[src/rtl/axi_rdata_recv.sv]
// AXI R-channel receiver for the DMA engine: counts beats against the programmed
// transfer length, flags bad responses, and buffers data in a FWFT FIFO.
module axi_rdata_recv #(
   parameter int DATA_W  = 32,
   parameter int FIFO_AW = 4
) (
   input  logic                aclk,
   input  logic                areset,
   input  logic [DATA_W-1:0]   rdata,
   input  logic [1:0]          rresp,
   input  logic                rlast,
   input  logic                rvalid,
   output logic                rready,
   input  logic                dma_axi_start,
   input  logic [13:0]         dma_cfg_number,
   output logic                dma_axi_rdata_free,
   output logic                dma_rd_err,
   output logic [DATA_W-1:0]   buf_data,
   output logic                buf_valid,
   input  logic                buf_ready,
   output logic [FIFO_AW:0]    buf_count
);

   localparam int DEPTH = 1 << FIFO_AW;
   localparam logic [FIFO_AW:0] FULL_CNT = (FIFO_AW + 1)'(DEPTH);

   typedef enum logic {
      IDLE = 1'b0,
      BUSY = 1'b1
   } state_t;

   state_t             state, state_next;
   logic [13:0]        remaining, remaining_next;
   logic               err_next;
   logic               push, pop;

   logic [DATA_W-1:0]  mem [DEPTH];
   logic [FIFO_AW-1:0] wr_ptr, rd_ptr;
   logic [FIFO_AW:0]   count;

   assign push = rvalid && rready;
   assign pop  = (count != '0) && buf_ready;

   always_ff @(posedge aclk) begin
      if (areset) begin
         state      <= IDLE;
         remaining  <= '0;
         dma_rd_err <= 1'b0;
      end else begin
         state      <= state_next;
         remaining  <= remaining_next;
         dma_rd_err <= err_next;
      end
   end

   // rlast is only cross-checked against the beat count; it never ends a transfer.
   always_comb begin
      state_next     = state;
      remaining_next = remaining;
      err_next       = dma_rd_err;
      rready         = 1'b0;
      case (state)
         IDLE: begin
            if (dma_axi_start) begin
               err_next = 1'b0;
               if (dma_cfg_number != '0) begin
                  remaining_next = dma_cfg_number;
                  state_next     = BUSY;
               end
            end
         end
         BUSY: begin
            rready = (count != FULL_CNT);
            if (rvalid && (count != FULL_CNT)) begin
               remaining_next = remaining - 14'd1;
               if (rresp != 2'b00)
                  err_next = 1'b1;
               if (remaining == 14'd1) begin
                  state_next = IDLE;
                  if (!rlast)
                     err_next = 1'b1;
               end
            end
         end
         default: state_next = IDLE;
      endcase
   end

   assign dma_axi_rdata_free = (state == IDLE);

   always_ff @(posedge aclk) begin
      if (areset) begin
         wr_ptr <= '0;
         rd_ptr <= '0;
         count  <= '0;
      end else begin
         if (push)
            wr_ptr <= wr_ptr + 1'b1;
         if (pop)
            rd_ptr <= rd_ptr + 1'b1;
         case ({push, pop})
            2'b10:   count <= count + 1'b1;
            2'b01:   count <= count - 1'b1;
            default: count <= count;
         endcase
      end
   end

   // Storage is data-only; a stray write during reset is harmless since pointers clear.
   always_ff @(posedge aclk) begin
      if (push)
         mem[wr_ptr] <= rdata;
   end

   assign buf_data  = mem[rd_ptr];
   assign buf_valid = (count != '0);
   assign buf_count = count;

endmodule

[config.mk]
export PLATFORM = sky130hd
export DESIGN_NAME = axi_rdata_recv
export DESIGN_NICKNAME = d
export VERILOG_FILES = /design/src/rtl/axi_rdata_recv.sv
export SDC_FILE = /design/constraint.sdc
export NUM_CORES = 1
export LEC_CHECK = 0
export ABC_AREA = 1
export ABC_CLOCK_PERIOD_IN_PS = 3600
export BUFFER_PORTS_ARGS = -buffer_cell sky130_fd_sc_hd__buf_2
export CORE_ASPECT_RATIO = 0.6
export CORE_MARGIN = 3
export CORE_UTILIZATION = 60
export DETAILED_ROUTE_END_ITERATION = 8
export PLACE_DENSITY = 0.88
export SKIP_CTS_REPAIR_TIMING = 1
export SYNTH_ARGS = -nofsm -noshare
export SYNTH_HDL_FRONTEND = slang
export SYNTH_SLANG_ARGS = --single-unit
[constraint.sdc]
create_clock -name aclk -period 3.6 [get_ports aclk]
set_input_delay 1.08 -clock aclk [delete_from_list [all_inputs] [get_ports aclk]]
set_output_delay 1.08 -clock aclk [all_outputs]
set_load 0.005 [all_outputs]
After elaboration in Yosys (flattened, before gate mapping). Memories as Yosys holds them, arrays and structs flattened. A register that Yosys moved wholly into a read port is not among the register bits. Index checks and enable logic that the tools add are counted.

Bits in writable memories: 512. Output and inout port bits: 41. Word-level logic and storage cells: 50. Flip-flop bits (word level): 29. Bits of input ports: 54. Memories: 1.

Memories: mem (depth 16, bits a word 32, read ports 1, clocked after Yosys merged registers in 1, write ports 1, line 37) `logic [DATA_W-1:0] mem [DEPTH];`.

Muxes and demuxes: 21. Add/subtract/negate cells: 5. Bitwise logic cells: 1. Reduce and logical (&&, ||, !) cells: 9. Equality and inequality tests: 7.

Operators by type and width (number): $mux 14 (3); $pmux 14 s2 (1); $eq 14x1->1 const B (1); $reduce_bool 14->1 (1); $sub 14x1->14 const B (1); $mux 1 (12); $pmux 5 s2 (1); $add 4x1->4 const B (2); $mux 4 (2); $add 5x1->5 const B (1); $ne 5x5->1 const B (1); $reduce_bool 5->1 (1); $sub 5x1->5 const B (1); $ne 2x1->1 const B (2); $pmux 1 s2 (2); $reduce_bool 2->1 (2); $logic_and 1x1->1 (3); $reduce_and 3->1 (1); $eq 2x1->1 const B (1); $eq 2x2->1 const B (1); $ne 2x2->1 const B (1); $reduce_and 2->1 (1); $not 1->1 (1).

Logic depth before layout (Yosys ltp).
Word-level depth: 6. Depth in mapped cells: 15. Mapped depth without buffers: 15.

Least setup slack after synthesis. Ideal clock, no wire load.

Path kind: input port to flip-flop. Start: input rvalid. End: memory mem[11][0], enable pin. Data required time: 3179 ps. Data arrival time: 2859 ps. Cell stages on the path: 4. Library setup time: 421 ps. Slack: 320 ps. Path buffers: 0. Path through: nand3_2 inv_1 nand3_1 nor2_1.

Longest elaborated chain between the ends: 3.

Ends and longest elaborated chain: start: declaration (line 12) `input logic rvalid,`; $logic_and 1x1->1 (line 41) `assign push = rvalid && rready;`; $mux 1 (line 111) `if (push)`; $mux 1 (not written as such) (line 112) `mem[wr_ptr] <= rdata;`; end: declaration (line 37).

No other way between the ends.

==> impl_metrics.py <==
metrics = {
    "outcome": {
        "status": "completed",
    },
    "synthesis": {
        "ys_top_cells_by_area": "edfxtp_1, nor2_1, o21ai_0",
        "syn-mean-instance-area_um2": 12.1,
        "synthCells": 1819,
        "yosysTopAreaCell": "edfxtp_1",
        "ys_seq_area_share_pct": 72.8,
        "syn_nets": 1883,
        "synth.top_cell.area_share_pct": 69.8,
        "ys_types": 27,
        "synth_area_mm2": 0.0220,
        "synth_warnings": 0,
        "ys_ff_latch": 545,
    },
    "power_and_ir_drop": {
        "ir_drop_v": 0.000565,
        "power_mw": 16.3,
        "power.density_mw_per_mm2": 658,
        "p_leak_nw": 8.26,
    },
    "timing": {
        "setup_violations": 0,
        "drv_slew": 0,
        "worst_pin_slew_ns": 0.741,
        "slew_headroom_pct": 50.6,
        "min_period_ns": 3.50,
        "post-route-period-util_pct": 97.3,
        "rsz0062_at_grt": "true",
        "whs_ns": 0.483,
        "finalHoldViolCount": 0,
        "fmax_ghz": 0.286,
        "fin_skew_ns": 0.0184,
    },
    "cts": {
        "cts_htree_levels": 2,
        "clock-sinks": 545,
        "cts.clk_slew.worst_paths_ns": 0.07,
        "numCtsBuffers": 47,
        "clockBufferDepth": 3,
        "clockRootBuffer": "clkbuf_16",
        "cts_tree": "built",
        "clk_latency_ns": 0.57,
    },
    "die": {
        "die_x_um": 253,
        "dieArea_mm2": 0.0391,
        "start_util_pct": 61.8,
        "core_area_mm2": 0.0356,
        "fp.dieH_um": 154,
        "placementRows": 53,
        "ios": 95,
    },
    "setup_path": {
        "critical_path_class": "flop to output pin",
        "cp.required_ns": 2.52,
        "r2r-start": "state$_SDFF_PP0_",
        "cp.arrival_ns": 2.42,
        "r2r-end": "mem[5][10]$_DFFE_PP_",
        "crit_path_end_kind": "output pin",
        "r2r_cells": 5,
        "r2r_slack_ns": 0.92,
        "critPathLaunchType": "flop",
        "path_max_fanout": 163,
    },
    "min_path": {
        "holdCritPathClass": "flop to flop",
        "min_path_cells": 2,
        "min_to": "dma_rd_err$_SDFFE_PP0P_",
        "hp-start": "dma_rd_err$_SDFFE_PP0P_",
    },
    "placement": {
        "dp.cells": 2298,
        "io_buffers": 94,
        "place_area_mm2": 0.0232,
        "hpwl_mm": 30.7,
        "place_congestion": 0.843,
    },
    "routing": {
        "routedWlPerCell_um": 22.2,
        "drt_first_pass_iters": 6,
        "drc": 0,
        "postRouteAntennaNets": 0,
        "drt-total-wl_mm": 53.0,
        "vias": 14900,
        "detail_route.iter0.violations": 1912,
        "routed_via_density": 6.23,
    },
    "finish": {
        "synthToLayoutAreaGrowth_pct": 12.3,
        "fin_nets": 1944,
        "finalInstanceArea_mm2": 0.0247,
        "drive_above_1_share_pct": 11.2,
        "final_cell_mix": "edfxtp_1, nor2_1, o21ai_0",
        "fin_cells": 2384,
        "layout_commonest_cell": "edfxtp_1",
    },
    "grt": {
        "overflow": 0,
        "grt_start_max_net_pins": 164,
        "antenna_found_initial": 2,
        "grt_pass1_wl_mm": 81.7,
        "track_usage_pct": 27.0,
        "first_global_vias": 14600,
    },
    "flow_run": {
        "max_cap_viol_count": 0,
    },
}
[flip-flops by register name, summed over array words and instances, names as in the netlist, named ones only]
signal      flops
buf_count       5
dma_rd_err      1
mem           512
remaining      14
state           1
wr_ptr          4
rd_ptr          4
[cell usage after synthesis (all sizes together)]
master,n
nor3,1
nor2,452
or2,4
a21oi,21
inv,49
nand2,110
nand4,5
buf,60
o21ai,321
a31oi,1
nand3b,1
ha,10
edfxtp,512
xnor2,1
mux2i,2
clkbuf,53
xor2,6
dfxtp,33
o211ai,128
nand3,49
[critical path: stages, from the launching register on]
cell and delay, ns:
dfxtp_4 0.42, buf_16 0.42, o21ai_0 0.18, o211ai_1 0.31, nand3_1 0.15, nand2_1 0.12, buf_2 0.11
[layout make-up]
cell class / count / area (um2)
well taps: 467 / 584
diodes: 2 / 5.00
inverters: 49 / 196
clock buffers: 60 / 1280
flip-flops and latches: 545 / 16000
multi-input cells: 1112 / 5430
fillers: 2323 / 10900
repair buffers: 125 / 935
clock inverters: 24 / 246
[metrics by stage]
step	TNS [ns]	util, %	worst slack, ns
finish	0	69.4	0.0987
global route	0	69.4	0.00339
CTS	-0.0151	69.3	-0.0151
detailed placement	0	65.1	0.630
global placement	0	65.1	0.754
floorplan	0	-	0.320
[worst max-delay path by stage]
stage                       endpoint  cells past startpoint
2_1_floorplan   mem[11][0]$_DFFE_PP_                      4
3_3_place_gp   mem[13][10]$_DFFE_PP_                      6
3_5_place_dp   mem[14][13]$_DFFE_PP_                      6
4_1_cts                 buf_data[11]                      9
5_1_grt                 buf_data[11]                      6
6_report                 buf_data[5]                      6
[where the power goes]
group	switching [mW]	internal, mW	leakage, nW
Combinational	2.74	1.33	2.63
Sequential	0.115	7.03	4.88
Clock	2.19	2.86	0.747
[routing by layer]
layer	share of wire (%)	GRT usage [%]	vias up
met5	0.025	0	-
met4	2.5	8.47	2
met3	9.2	4.72	123
met2	48	44.1	824
met1	40	37.8	7227
li1	-	-	6676
[kinds of logic (layout without fill, tap and decap cells)]
kind of cell,after synthesis,count (layout),share of synthesized area (%)
other,0,2,0
adders and majority gates,10,10,0.568
DFF,545,545,72.8
and+or+nand+nor,622,622,11.0
muxes,2,2,0.0909
AOI/OAI and AO/OA,471,471,12.2
buffers and inverters,162,258,3.03
xor gates and xnor gates,7,7,0.278
Power figures use the tool's default switching activity.
